===== config.mk =====
export PLATFORM = sky130hd
export DESIGN_NAME = control_pipeline_flat
export DESIGN_NICKNAME = d
export VERILOG_FILES = /design/src/rtl/control_pipeline_if.sv /design/src/rtl/control_pipeline.sv /design/src/flat_wrapper.sv
export SDC_FILE = /design/constraint.sdc
export NUM_CORES = 1
export LEC_CHECK = 0
export ABC_AREA = 1
export BUFFER_PORTS_ARGS = -buffer_cell sky130_fd_sc_hd__buf_4
export CAP_MARGIN = 20
export CORE_UTILIZATION = 53
export DETAILED_ROUTE_END_ITERATION = 10
export GPL_TIMING_DRIVEN = 0
export PLACE_DENSITY = 0.83
export RECOVER_POWER = 50
export SLEW_MARGIN = 5
export SYNTH_ARGS = -nofsm -noshare
export SYNTH_HDL_FRONTEND = slang
export SYNTH_SLANG_ARGS = --single-unit
export TNS_END_PERCENT = 100

===== constraint.sdc =====
create_clock -name clk -period 2.6 [get_ports clk]
set_input_delay 0.52 -clock clk [delete_from_list [all_inputs] [get_ports clk]]
set_output_delay 0.52 -clock clk [all_outputs]
set_load 0.005 [all_outputs]

===== src/rtl/control_pipeline_if.sv =====
// Control bundle between the ID decoder, the EX branch unit and the EX/MEM/WB datapath muxes.
// The slave side is the control pipeline; the master side drives decoder outputs and consumes stage controls.
// No handshake: every signal is valid each cycle, and the stall and flush outputs carry the backpressure.
interface control_pipeline_if #(
  parameter int REG_BITS = 5
);
  // ID-stage decoder outputs
  logic                ALUASrc;
  logic                ALUBSrc;
  logic [3:0]          ALUOp;
  logic [4:0]          BrOp;
  logic                DMWr;
  logic [2:0]          DMCtrl;
  logic                RUWr;
  logic [1:0]          RUDATAWrSrc;
  logic [REG_BITS-1:0] Rs1;
  logic [REG_BITS-1:0] Rs2;
  logic [REG_BITS-1:0] Rd;
  logic                Rs1Used;
  logic                Rs2Used;
  // EX-stage branch resolution
  logic                BranchTaken;
  // Stage controls
  logic                ExALUASrc;
  logic                ExALUBSrc;
  logic [3:0]          ExALUOp;
  logic [4:0]          ExBrOp;
  logic                MemDMWr;
  logic [2:0]          MemDMCtrl;
  logic                WbRUWr;
  logic [1:0]          WbRUDATAWrSrc;
  logic [REG_BITS-1:0] WbRd;
  // Hazard controls
  logic                Stall;
  logic                FlushIFID;
  logic [1:0]          ForwardA;
  logic [1:0]          ForwardB;

  modport slave (
    input  ALUASrc, ALUBSrc, ALUOp, BrOp, DMWr, DMCtrl, RUWr, RUDATAWrSrc,
           Rs1, Rs2, Rd, Rs1Used, Rs2Used, BranchTaken,
    output ExALUASrc, ExALUBSrc, ExALUOp, ExBrOp, MemDMWr, MemDMCtrl,
           WbRUWr, WbRUDATAWrSrc, WbRd, Stall, FlushIFID, ForwardA, ForwardB
  );

  modport master (
    output ALUASrc, ALUBSrc, ALUOp, BrOp, DMWr, DMCtrl, RUWr, RUDATAWrSrc,
           Rs1, Rs2, Rd, Rs1Used, Rs2Used, BranchTaken,
    input  ExALUASrc, ExALUBSrc, ExALUOp, ExBrOp, MemDMWr, MemDMCtrl,
           WbRUWr, WbRUDATAWrSrc, WbRd, Stall, FlushIFID, ForwardA, ForwardB
  );
endinterface


===== src/rtl/control_pipeline.sv =====
// Carries decoded control through ID/EX, EX/MEM and MEM/WB, and generates the stall, flush and forwarding selects.
// Latency: EX controls 1 cycle after ID, MEM after 2, WB after 3; the hazard outputs are combinational.
// Backpressure: Stall holds PC/IF-ID for one cycle on a load-use; BranchTaken flushes IF/ID and overrides Stall.
module control_pipeline #(
  parameter int REG_BITS = 5
) (
  input  logic             clk,
  input  logic             rst,
  control_pipeline_if.slave cp
);

  localparam logic [1:0] WB_SRC_DMEM = 2'b01;
  localparam logic [1:0] FWD_REG     = 2'b00;
  localparam logic [1:0] FWD_MEM     = 2'b01;
  localparam logic [1:0] FWD_WB      = 2'b10;

  typedef struct packed {
    logic                alu_a_src;
    logic                alu_b_src;
    logic [3:0]          alu_op;
    logic [4:0]          br_op;
    logic                dm_wr;
    logic [2:0]          dm_ctrl;
    logic                ru_wr;
    logic [1:0]          wr_src;
    logic [REG_BITS-1:0] rs1;
    logic [REG_BITS-1:0] rs2;
    logic [REG_BITS-1:0] rd;
  } idex_t;

  typedef struct packed {
    logic                dm_wr;
    logic [2:0]          dm_ctrl;
    logic                ru_wr;
    logic [1:0]          wr_src;
    logic [REG_BITS-1:0] rd;
  } exmem_t;

  typedef struct packed {
    logic                ru_wr;
    logic [1:0]          wr_src;
    logic [REG_BITS-1:0] rd;
  } memwb_t;

  idex_t  idex_q,  idex_d;
  exmem_t exmem_q, exmem_d;
  memwb_t memwb_q, memwb_d;

  logic load_use;
  logic stall;
  logic flush;

  // Load-use detection: a load in EX whose destination the ID instruction reads; x0 never counts.
  always_comb begin
    load_use = 1'b0;
    if (idex_q.ru_wr && (idex_q.wr_src == WB_SRC_DMEM) && (idex_q.rd != '0)) begin
      load_use = (cp.Rs1Used && (cp.Rs1 == idex_q.rd)) ||
                 (cp.Rs2Used && (cp.Rs2 == idex_q.rd));
    end
    // A taken branch makes the ID instruction wrong-path, so the flush suppresses the stall.
    flush = cp.BranchTaken;
    stall = load_use && !flush;
  end

  // Next-state for all three stage registers; a stall or flush inserts a bubble into ID/EX.
  always_comb begin
    idex_d.alu_a_src = cp.ALUASrc;
    idex_d.alu_b_src = cp.ALUBSrc;
    idex_d.alu_op    = cp.ALUOp;
    idex_d.br_op     = cp.BrOp;
    idex_d.dm_wr     = cp.DMWr;
    idex_d.dm_ctrl   = cp.DMCtrl;
    idex_d.ru_wr     = cp.RUWr;
    idex_d.wr_src    = cp.RUDATAWrSrc;
    idex_d.rs1       = cp.Rs1;
    idex_d.rs2       = cp.Rs2;
    idex_d.rd        = cp.Rd;
    if (stall || flush) begin
      idex_d = '0;
    end

    // The branching instruction itself moves on, so JAL/JALR still write their link register.
    exmem_d.dm_wr   = idex_q.dm_wr;
    exmem_d.dm_ctrl = idex_q.dm_ctrl;
    exmem_d.ru_wr   = idex_q.ru_wr;
    exmem_d.wr_src  = idex_q.wr_src;
    exmem_d.rd      = idex_q.rd;

    memwb_d.ru_wr  = exmem_q.ru_wr;
    memwb_d.wr_src = exmem_q.wr_src;
    memwb_d.rd     = exmem_q.rd;
  end

  // Stage registers; reset clears every stage to a bubble and beats any stall or flush.
  always_ff @(posedge clk) begin
    if (rst) begin
      idex_q  <= '0;
      exmem_q <= '0;
      memwb_q <= '0;
    end else begin
      idex_q  <= idex_d;
      exmem_q <= exmem_d;
      memwb_q <= memwb_d;
    end
  end

  // Operand forwarding for the EX instruction; the younger MEM result wins over WB.
  always_comb begin
    cp.ForwardA = FWD_REG;
    cp.ForwardB = FWD_REG;
    if (exmem_q.ru_wr && (exmem_q.rd != '0) && (exmem_q.rd == idex_q.rs1)) begin
      cp.ForwardA = FWD_MEM;
    end else if (memwb_q.ru_wr && (memwb_q.rd != '0) && (memwb_q.rd == idex_q.rs1)) begin
      cp.ForwardA = FWD_WB;
    end
    if (exmem_q.ru_wr && (exmem_q.rd != '0) && (exmem_q.rd == idex_q.rs2)) begin
      cp.ForwardB = FWD_MEM;
    end else if (memwb_q.ru_wr && (memwb_q.rd != '0) && (memwb_q.rd == idex_q.rs2)) begin
      cp.ForwardB = FWD_WB;
    end
  end

  // Stage controls straight from the registers, hazard controls from the combinational logic.
  always_comb begin
    cp.ExALUASrc     = idex_q.alu_a_src;
    cp.ExALUBSrc     = idex_q.alu_b_src;
    cp.ExALUOp       = idex_q.alu_op;
    cp.ExBrOp        = idex_q.br_op;
    cp.MemDMWr       = exmem_q.dm_wr;
    cp.MemDMCtrl     = exmem_q.dm_ctrl;
    cp.WbRUWr        = memwb_q.ru_wr;
    cp.WbRUDATAWrSrc = memwb_q.wr_src;
    cp.WbRd          = memwb_q.rd;
    cp.Stall         = stall;
    cp.FlushIFID     = flush;
  end

endmodule


===== src/flat_wrapper.sv =====
// flat-port wrapper written by rule: the top's interface ports become plain ports
module control_pipeline_flat 
#(
  parameter int REG_BITS = 5
)
  (clk, rst, cp_ALUASrc, cp_ALUBSrc, cp_ALUOp, cp_BrOp, cp_DMWr, cp_DMCtrl, cp_RUWr, cp_RUDATAWrSrc, cp_Rs1, cp_Rs2, cp_Rd, cp_Rs1Used, cp_Rs2Used, cp_BranchTaken, cp_ExALUASrc, cp_ExALUBSrc, cp_ExALUOp, cp_ExBrOp, cp_MemDMWr, cp_MemDMCtrl, cp_WbRUWr, cp_WbRUDATAWrSrc, cp_WbRd, cp_Stall, cp_FlushIFID, cp_ForwardA, cp_ForwardB);
  control_pipeline_if #(.REG_BITS(REG_BITS)) cp_i ();
  input  logic clk;
  input  logic rst;
  input wire logic [$bits(cp_i.ALUASrc)-1:0] cp_ALUASrc;
  input wire logic [$bits(cp_i.ALUBSrc)-1:0] cp_ALUBSrc;
  input wire logic [$bits(cp_i.ALUOp)-1:0] cp_ALUOp;
  input wire logic [$bits(cp_i.BrOp)-1:0] cp_BrOp;
  input wire logic [$bits(cp_i.DMWr)-1:0] cp_DMWr;
  input wire logic [$bits(cp_i.DMCtrl)-1:0] cp_DMCtrl;
  input wire logic [$bits(cp_i.RUWr)-1:0] cp_RUWr;
  input wire logic [$bits(cp_i.RUDATAWrSrc)-1:0] cp_RUDATAWrSrc;
  input wire logic [$bits(cp_i.Rs1)-1:0] cp_Rs1;
  input wire logic [$bits(cp_i.Rs2)-1:0] cp_Rs2;
  input wire logic [$bits(cp_i.Rd)-1:0] cp_Rd;
  input wire logic [$bits(cp_i.Rs1Used)-1:0] cp_Rs1Used;
  input wire logic [$bits(cp_i.Rs2Used)-1:0] cp_Rs2Used;
  input wire logic [$bits(cp_i.BranchTaken)-1:0] cp_BranchTaken;
  output wire logic [$bits(cp_i.ExALUASrc)-1:0] cp_ExALUASrc;
  output wire logic [$bits(cp_i.ExALUBSrc)-1:0] cp_ExALUBSrc;
  output wire logic [$bits(cp_i.ExALUOp)-1:0] cp_ExALUOp;
  output wire logic [$bits(cp_i.ExBrOp)-1:0] cp_ExBrOp;
  output wire logic [$bits(cp_i.MemDMWr)-1:0] cp_MemDMWr;
  output wire logic [$bits(cp_i.MemDMCtrl)-1:0] cp_MemDMCtrl;
  output wire logic [$bits(cp_i.WbRUWr)-1:0] cp_WbRUWr;
  output wire logic [$bits(cp_i.WbRUDATAWrSrc)-1:0] cp_WbRUDATAWrSrc;
  output wire logic [$bits(cp_i.WbRd)-1:0] cp_WbRd;
  output wire logic [$bits(cp_i.Stall)-1:0] cp_Stall;
  output wire logic [$bits(cp_i.FlushIFID)-1:0] cp_FlushIFID;
  output wire logic [$bits(cp_i.ForwardA)-1:0] cp_ForwardA;
  output wire logic [$bits(cp_i.ForwardB)-1:0] cp_ForwardB;
  assign cp_i.ALUASrc = cp_ALUASrc;
  assign cp_i.ALUBSrc = cp_ALUBSrc;
  assign cp_i.ALUOp = cp_ALUOp;
  assign cp_i.BrOp = cp_BrOp;
  assign cp_i.DMWr = cp_DMWr;
  assign cp_i.DMCtrl = cp_DMCtrl;
  assign cp_i.RUWr = cp_RUWr;
  assign cp_i.RUDATAWrSrc = cp_RUDATAWrSrc;
  assign cp_i.Rs1 = cp_Rs1;
  assign cp_i.Rs2 = cp_Rs2;
  assign cp_i.Rd = cp_Rd;
  assign cp_i.Rs1Used = cp_Rs1Used;
  assign cp_i.Rs2Used = cp_Rs2Used;
  assign cp_i.BranchTaken = cp_BranchTaken;
  assign cp_ExALUASrc = cp_i.ExALUASrc;
  assign cp_ExALUBSrc = cp_i.ExALUBSrc;
  assign cp_ExALUOp = cp_i.ExALUOp;
  assign cp_ExBrOp = cp_i.ExBrOp;
  assign cp_MemDMWr = cp_i.MemDMWr;
  assign cp_MemDMCtrl = cp_i.MemDMCtrl;
  assign cp_WbRUWr = cp_i.WbRUWr;
  assign cp_WbRUDATAWrSrc = cp_i.WbRUDATAWrSrc;
  assign cp_WbRd = cp_i.WbRd;
  assign cp_Stall = cp_i.Stall;
  assign cp_FlushIFID = cp_i.FlushIFID;
  assign cp_ForwardA = cp_i.ForwardA;
  assign cp_ForwardB = cp_i.ForwardB;
  control_pipeline #(.REG_BITS(REG_BITS)) u_core (.clk(clk), .rst(rst), .cp(cp_i));
endmodule

### Word level (Yosys, flattened, before mapping)

Index checks and enable logic that the tools add are counted.
Widths: inputs -> output; s select.

* shifts and indexed selects: 0
* equality and inequality tests: 7
* divide/modulo/power cells: 0
* reduce and logical (&&, ||, !) cells: 18
* bitwise logic cells: 0
* multipliers: 0
* mux-type cells: 5
* magnitude comparators: 0
* $add $sub $neg: 0

Operator list (number)
* $eq 5x5->1: 6
* $reduce_bool 5->1: 3
* $logic_and 1x1->1: 11
* $mux 2: 4
* $eq 2x1->1 const B: 1
* $logic_or 1x1->1: 2
* $reduce_or 2->1: 1
* $logic_not 1->1: 1
* $mux 1: 1

* register bits: 53
* latch bits: 0
* memories: 0
* RAM bits: 0
* output and inout bits: 29
* logic and storage cells: 49
* ROM bits: 0
* bits of input ports: 38

### Depth between registers and ports, before layout

Gate-level depths: netlist of the first run.

* depth after elaboration: 7
* depth in mapped cells: 10
* gate-level depth less buffers: 9

### Worst setup path after synthesis of the first run

OpenSTA, ideal clock, no wires.

* path kind: in2out
* start: in cp_Rs2[0]
* end: out cp_Stall
* required time: 2.080 ns
* stages: 7
* setup slack: 1.042 ns
* arrival: 1.038 ns
* path buffers: 0
* cell sequence: inv_1 > nor2_1 > nor2_1 > nand3_1 > nand2_1 > nand2_2 > nor2_1

* longest elaborated chain between the ends: 5

Ends and longest elaborated chain
* start, declared: line flat_wrapper.sv:19 `input wire logic [$bits(cp_i.Rs2)-1:0] cp_Rs2;`
* $eq 5x5->1: line control_pipeline.sv:58 `(cp.Rs2Used && (cp.Rs2 == idex_q.rd));`
* $logic_and 1x1->1: line control_pipeline.sv:58
* $logic_or 1x1->1: line control_pipeline.sv:57 `load_use = (cp.Rs1Used && (cp.Rs1 == idex_q.rd)) ||`
* $mux 1: line control_pipeline.sv:56 `if (idex_q.ru_wr && (idex_q.wr_src == WB_SRC_DMEM) && (idex_q.rd != '0)) begin`
* $logic_and 1x1->1: line control_pipeline.sv:62 `stall = load_use && !flush;`
* end, declared: line flat_wrapper.sv:33 `output wire logic [$bits(cp_i.Stall)-1:0] cp_Stall;`

No other way between the ends.

### Worst setup path in the final report of the first run

* start: reg u_core.exmem_q[0] (netlist bit)
* end: out cp_ForwardA[1]

* longest elaborated chain between the ends: 4
* elaborated cells between the ends (all ways): 5
* classes of those cells: eq/ne (1); mux (1); reduce/logical (3)

Ends and longest elaborated chain
* start, declared: line control_pipeline.sv:46 `exmem_t exmem_q, exmem_d;`
* start signal, assigned: line control_pipeline.sv:102 `exmem_q <= exmem_d;`
* $reduce_bool 5->1: line control_pipeline.sv:111 `if (exmem_q.ru_wr && (exmem_q.rd != '0) && (exmem_q.rd == idex_q.rs1)) begin`
* $logic_and 1x1->1: line control_pipeline.sv:111
* $logic_and 1x1->1 *: line control_pipeline.sv:111
* $mux 2 *: line control_pipeline.sv:111
* end, declared: line flat_wrapper.sv:35 `output wire logic [$bits(cp_i.ForwardA)-1:0] cp_ForwardA;`

Every way passes the cells marked *; elsewhere a longest branch is shown, timed or not.

==> results.sh, run 1 <==
export IMPL_holdCritStartpoint="u_core.exmem_d[10]"
export IMPL_critPathLaunch="u_core.exmem_q[0]"
export IMPL_die_x_um=64.4
export IMPL_drv_slew=0
export IMPL_hold_path_class="reg2reg"
export IMPL_r2r_worst_path_cells=10
export IMPL_place_area_um2=2620
export IMPL_hold_path_end="u_core.cp.MemDMCtrl[2]"
export IMPL_drc_errors=0
export IMPL_r2r_slack_ns=1.08
export IMPL_fin_worst_skew_ns=0.0102
export IMPL_avgSynthCellArea_um2=7.84
export IMPL_ys_types=17
export IMPL_hold_buffers=0
export IMPL_vias=1685
export IMPL_clock_sinks=53
export IMPL_crit_chain="inv_1, nand2_1, o21ai_0, nor3_1, nor2_1, buf_4"
export IMPL_clockBufferDepth=2
export IMPL_synth_seq_cells=53
export IMPL_max_clock_freq_mhz=496
export IMPL_grt_antenna_before_repair=0
export IMPL_ys_top_cells_by_area="dfxtp_1 51%, nor2_1 12%, inv_1 9.8%"
export IMPL_outcome="completed"
export IMPL_core_area_um2=3690
export IMPL_area_growth_pct=31.9
export IMPL_grt_pass1_wl_mm=6.65
export IMPL_die_y_um=64.4
export IMPL_worstSetupEndpointType="output port"
export IMPL_post_cts_resized=0
export IMPL_p_per_area_nw_per_um2=582
export IMPL_reg2reg_to="u_core.idex_q[10]"
export IMPL_start_util_pct=55.9
export IMPL_dp_hpwl_mm=2.95
export IMPL_gr_total_overflow=0
export IMPL_tritoncts="yes"
export IMPL_h_tree_depth=2
export IMPL_cpMaxStageDelayCell="dfxtp_1"
export IMPL_ios=67
export IMPL_rows=22
export IMPL_synth_top_area_cell="dfxtp_1"
export IMPL_grt_pass1_vias=1649
export IMPL_ir_worst_vdd_v=0.000481
export IMPL_syn_nets=301
export IMPL_worst_r2r_startpoint="u_core.exmem_d[4]"
export IMPL_die_area_um2=4140
export IMPL_n_antenna_cell=0
export IMPL_arrival_ns=1.50
export IMPL_gp_congestion=0.831
export IMPL_setup_viol=0
export IMPL_root_buffer="clkbuf_8"
export IMPL_dr_pass1_iters=4
export IMPL_fin_area_um2=2720
export IMPL_required_ns=2.08
export IMPL_critPathMaxFanout=3
export IMPL_finalSetupTns_ns=0
export IMPL_min_path_cells=2
export IMPL_drive_gt1_share_pct=27.0
export IMPL_drtIter0Drc=46
export IMPL_synth_area_um2=2060
export IMPL_vias_per_cell=4.38
export IMPL_nets=374
export IMPL_seq_area_frac_synth_pct=51.5
export IMPL_finalWirelength_mm=3.84
export IMPL_ant_nets=0
export IMPL_rsz0062_at_grt="no"
export IMPL_drv_cap=0
export IMPL_grt_use_total_pct=21.1
export IMPL_layout_min_cycle_time_ns=2.02
export IMPL_max_stage_delay_ns=0.40
export IMPL_cts_buffers_inserted=5
export IMPL_yosysTopAreaCellShare_pct=51.5
export IMPL_wl_per_cell_um=9.97
export IMPL_hold_viol_final=0
export IMPL_grt_max_degree=17
export IMPL_tightestPinTransition_ns=0.509
export IMPL_worstSkewPairLatency_ns=0.31
export IMPL_nFillCells=304
export IMPL_p_leak_nw=1.48
export IMPL_slew_headroom_pct=66.1
export IMPL_yosys_warnings=0
export IMPL_worstSetupStartpointType="register"
export IMPL_synth_cells=263
export IMPL_criticalPathCategory="reg2out"
export IMPL_numPortBuffers=66
export IMPL_clk_pin_slew_ns=0.08
export IMPL_postCtsSetupRepairBufs=0
export IMPL_finalCritPeriodShare_pct=77.6
metal layers:
layer | global-route usage [%] | wire length, µm
met4 | 8.06 | 74
met1 | 21.6 | 1420
met5 | 0 | 0
met3 | 6.79 | 260
met2 | 39.2 | 2080
worst max-delay path by stage:
stage,to,slack [ns],depth (start not counted)
4_1_cts,cp_Stall,0.60,9
3_3_place_gp,cp_Stall,0.77,9
6_report,cp_ForwardA[1],0.58,6
2_1_floorplan,cp_Stall,1.04,7
3_5_place_dp,cp_Stall,0.73,9
5_1_grt,cp_ForwardB[1],0.46,6
cells by family (layout without fill, tap and decap cells):
logic type / count (synthesis) / count (layout) / share of synthesized area (%)
buffers and inverters: 73 / 147 / 16.8
AND/OR/NAND/NOR: 115 / 115 / 22.8
AO/OA/AOI/OAI: 2 / 2 / 0.486
flip-flops: 53 / 53 / 51.5
XOR/XNOR: 20 / 20 / 8.50
layout by cell type (no fill, tap or decap):
master      instances
clkbuf_1            4
clkinvlp_4          1
nand3_1             4
nor2_1             67
xor2_1             10
bufinv_16           1
clkbuf_4           17
dfxtp_1            53
xnor2_1            10
nor2_2              2
o21ai_0             2
buf_6               3
buf_4              60
nand4_1             5
nor3_1              4
inv_1              54
inv_2               1
nand2_1            33
clkbuf_8            6
registers in the layout, indices dropped and copies added (netlist names):
signal,flops
u_core.exmem_d,12
u_core.idex_q,10
u_core.cp.MemDMCtrl,3
u_core.cp.MemDMWr,1
u_core.exmem_q,8
u_core.cp.WbRUDATAWrSrc,2
u_core.cp.ExALUASrc,1
u_core.cp.ExALUOp,4
u_core.cp.WbRUWr,1
u_core.cp.ExBrOp,5
u_core.cp.WbRd,5
u_core.cp.ExALUBSrc,1
power by group:
part           total [W]  switching [W]  internal, W  leakage, nW
clock           0.000565       0.000252     0.000313       0.0574
sequential      0.000855      0.0000162     0.000839        0.434
combinational   0.000163      0.0000716    0.0000918        0.988
total            0.00158       0.000340      0.00124         1.48
critical path, delay by kind of cell, from the launching register on:
kind / cells / cell delay, ns
compound gates: 1 / 0.11
buf+inv: 2 / 0.22
flops: 1 / 0.40
simple gates: 3 / 0.47
per-stage QoR:
stage	power, W	util, %	worst slack [ns]	cells	hold WS (ns)
after detailed placement	0.00104	70.9	0.728	377	0.393
after global routing	0.00165	73.7	0.463	385	0.422
after CTS	0.00160	74.2	0.598	385	0.406
final	0.00158	73.7	0.582	385	0.403
after global placement	0.00104	70.9	0.766	377	0.390
after floorplan	0.000959	-	1.04	263	0.388
area by class of cell:
type / count / area [µm²] / share of cell area (%)
buffer: 18 / 139 / 5.11
sequential: 53 / 1060 / 39.0
timing repair buffer: 66 / 488 / 17.9
clock buffer: 6 / 82.6 / 3.04
multi-input combinational: 137 / 644 / 23.7
clock inverter: 2 / 37.5 / 1.38
inverter: 55 / 206 / 7.59
tap: 48 / 60.1 / 2.21
synth_stat cells:
| master | number |
|---|---|
| nand4_1 | 5 |
| o21ai_0 | 2 |
| buf_6 | 3 |
| inv_2 | 1 |
| xor2_1 | 10 |
| nor2_2 | 2 |
| nand2_4 | 1 |
| nand2_2 | 1 |
| nor3_1 | 4 |
| nand2_1 | 31 |
| xnor2_1 | 10 |
| buf_4 | 13 |
| dfxtp_1 | 53 |
| nand3_1 | 4 |
| clkbuf_1 | 2 |
| inv_1 | 54 |
| nor2_1 | 67 |
(Power assumes the default switching activity.)
==> run 2, diff against run 1 <==
--- a/config.mk
+++ b/config.mk
@@ -8,10 +8,10 @@
 export ABC_AREA = 1
 export BUFFER_PORTS_ARGS = -buffer_cell sky130_fd_sc_hd__buf_4
 export CAP_MARGIN = 20
-export CORE_UTILIZATION = 53
+export CORE_UTILIZATION = 45
 export DETAILED_ROUTE_END_ITERATION = 10
 export GPL_TIMING_DRIVEN = 0
-export PLACE_DENSITY = 0.83
+export PLACE_DENSITY = 0.75
 export RECOVER_POWER = 50
 export SLEW_MARGIN = 5
 export SYNTH_ARGS = -nofsm -noshare
==> constraint.sdc (replaced) <==
create_clock -name clk -period 1.7 [get_ports clk]
set_input_delay 0.34 -clock clk [delete_from_list [all_inputs] [get_ports clk]]
set_output_delay 0.34 -clock clk [all_outputs]
set_load 0.005 [all_outputs]
==> results.sh, run 2 (same netlist as run 1, synthesis figures left out) <==
export IMPL_outcome="completed"
export IMPL_max_stage_delay_ns=0.36
export IMPL_p_int_w=0.00180
export IMPL_wl_per_cell_um=9.92
export IMPL_utilization_pct=63.5
export IMPL_cpMaxStageDelayCell="dfxtp_2"
export IMPL_max_clock_freq_mhz=592
export IMPL_final_common_cell="nor2_1"
export IMPL_reg2reg_to="u_core.idex_q[10]"
export IMPL_core_area_um2=4380
export IMPL_start_util_pct=47.0
export IMPL_multi_input_area_um2=696
export IMPL_layout_min_cycle_time_ns=1.69
export IMPL_dp_hpwl_mm=2.88
export IMPL_finalWirelength_mm=3.88
export IMPL_vias_per_cell=4.16
export IMPL_die_area_um2=4850
export IMPL_grt_max_degree=16
export IMPL_clock_sinks=53
export IMPL_root_buffer="clkbuf_8"
export IMPL_finalCritPeriodShare_pct=99.3
export IMPL_slew_headroom_pct=64.9
export IMPL_required_ns=1.36
export IMPL_final_cell_mix="66 x nor2_1, 64 x buf_4, 51 x inv_1"
export IMPL_power_frac_clock_pct=32.1
export IMPL_drtIter0Drc=47
export IMPL_critPathMaxFanout=4
export IMPL_setup_viol=0
export IMPL_h_tree_depth=2
export IMPL_finalSetupTns_ns=0
export IMPL_min_path_cells=3
export IMPL_crit_cells=9
export IMPL_grt_use_total_pct=17.8
export IMPL_tritoncts="yes"
export IMPL_p_sw_w=0.000516
export IMPL_grt_pass1_wl_mm=6.74
export IMPL_n_antenna_cell=0
export IMPL_ir_worst_vdd_v=0.000534
export IMPL_switching_share_pct=22.3
export IMPL_arrival_ns=1.35
export IMPL_holdWs_ns=0.246
export IMPL_fin_worst_skew_ns=0.00359
export IMPL_tightestPinTransition_ns=0.527
export IMPL_r2r_slack_ns=0.31
export IMPL_grt_pass1_vias=1607
export IMPL_worstSkewPairLatency_ns=0.30
export IMPL_crit_buf_inv=2
export IMPL_ant_nets=0
export IMPL_p_per_area_nw_per_um2=832
export IMPL_worstSetupEndpointType="output port"
export IMPL_p_leak_nw=1.50
export IMPL_cts_buffers_inserted=5
export IMPL_crit_top_cell="nand2_1"
export IMPL_numPortBuffers=66
export IMPL_hold_path_end="u_core.exmem_d[2]"
export IMPL_die_x_um=69.7
export IMPL_combPwrFrac_pct=11.3
export IMPL_hold_path_class="in2reg"
export IMPL_hold_viol_final=0
export IMPL_clockBufferDepth=2
export IMPL_die_y_um=69.7
export IMPL_rows=24
export IMPL_r2r_worst_path_cells=11
export IMPL_dr_pass1_iters=4
export IMPL_nets=376
export IMPL_largest_reg_flops=12
export IMPL_cp_top_family="simple AND/OR/NAND/NOR gates"
export IMPL_vias=1627
export IMPL_drc_errors=0
export IMPL_nFillCells=388
export IMPL_gp_congestion=0.825
export IMPL_placedCellCount=381
export IMPL_rsz0062_at_grt="yes"
export IMPL_p_seq_share_pct=56.6
export IMPL_seq_area_um2=1080
export IMPL_critPathLaunch="u_core.exmem_d[4]"
export IMPL_clk_pin_slew_ns=0.09
export IMPL_worstSetupStartpointType="register"
export IMPL_holdCritStartpoint="cp_Rd[2]"
export IMPL_criticalPathCategory="reg2out"
export IMPL_power_w=0.00232
export IMPL_crit_chain="inv_2, nand2_1, nand2_1, nor2_2, nand3_1, nand2_1, nand2_2, nor2_1, buf_4"
export IMPL_drive_gt1_share_pct=35.1
export IMPL_grt_antenna_before_repair=0
export IMPL_drv_slew=0
export IMPL_ios=67
export IMPL_area_growth_pct=35.1
export IMPL_fin_cells=391
export IMPL_worst_r2r_startpoint="u_core.exmem_d[4]"
export IMPL_gr_total_overflow=0
export IMPL_drv_cap=0
## run 2: cell count changes in the layout (fill, tap and decap cells not counted), sizes merged
cell / delta
clkbuf: -1
bufinv: -1
buf: +4
clkinv: +1
clkinvlp: -1
## run 2: power by group through the flow
stage | clock (W) | combinational (W) | sequential, W
2_1_floorplan | 0 | 0.000134 | 0.00133
3_3_place_gp | 0 | 0.000248 | 0.00134
3_5_place_dp | 0 | 0.000254 | 0.00134
4_1_cts | 0.000764 | 0.000260 | 0.00131
5_1_grt | 0.000827 | 0.000294 | 0.00132
6_report | 0.000744 | 0.000262 | 0.00131
## run 2: layer usage
| metal | GRT usage (%) | wire, µm |
|---|---|---|
| met1 | 18.8 | 1560 |
| met2 | 33.3 | 2090 |
| met3 | 5.38 | 165 |
| met4 | 6.00 | 62 |
| met5 | 0 | 0 |
## run 2: what timing repair did
action,CTS,global route
resized for setup,19,10
pin swaps,9,4
cloned,0,0
endpoints found under the setup margin,5,5
buffers inserted,1,1
hold buffers,0,0
## run 2: cell type report
class / count / share of cell area (%)
Timing Repair Buffer: 68 / 17.9
Inverter: 55 / 7.42
Sequential cell: 53 / 38.7
Tap cell: 52 / 2.34
Clock buffer: 7 / 3.46
Buffer: 18 / 4.99
Clock inverter: 1 / 0.180
Multi-Input combinational cell: 137 / 25.0
## run 2: worst max-delay path by stage
stage	to	slack [ns]
after global placement	cp_Stall	0.23
after detailed placement	cp_ForwardA[1]	0.20
after global routing	cp_Stall	-0.10
after CTS	cp_Stall	-0.002
after floorplan	cp_ForwardA[1]	0.42
final	cp_Stall	0.01
## run 2: through the flow
stage               cell area, µm²  worst slack, ns
finish                        2780           0.0118
global route                  2780           -0.102
CTS                           2760         -0.00239
detailed placement            2620            0.204
global placement              2620            0.229
floorplan                     2060            0.421
## run 2: worst register-to-register path, cell delays in order (launching register included)
cell and delay [ns]:
dfxtp_2 0.36, inv_2 0.06, nand2_1 0.05, nand2_1 0.06, nor2_2 0.11, nand3_1 0.07
nand2_1 0.09, nand2_2 0.06, buf_4 0.13, nand2_4 0.09, buf_6 0.16, nor2_1 0.05
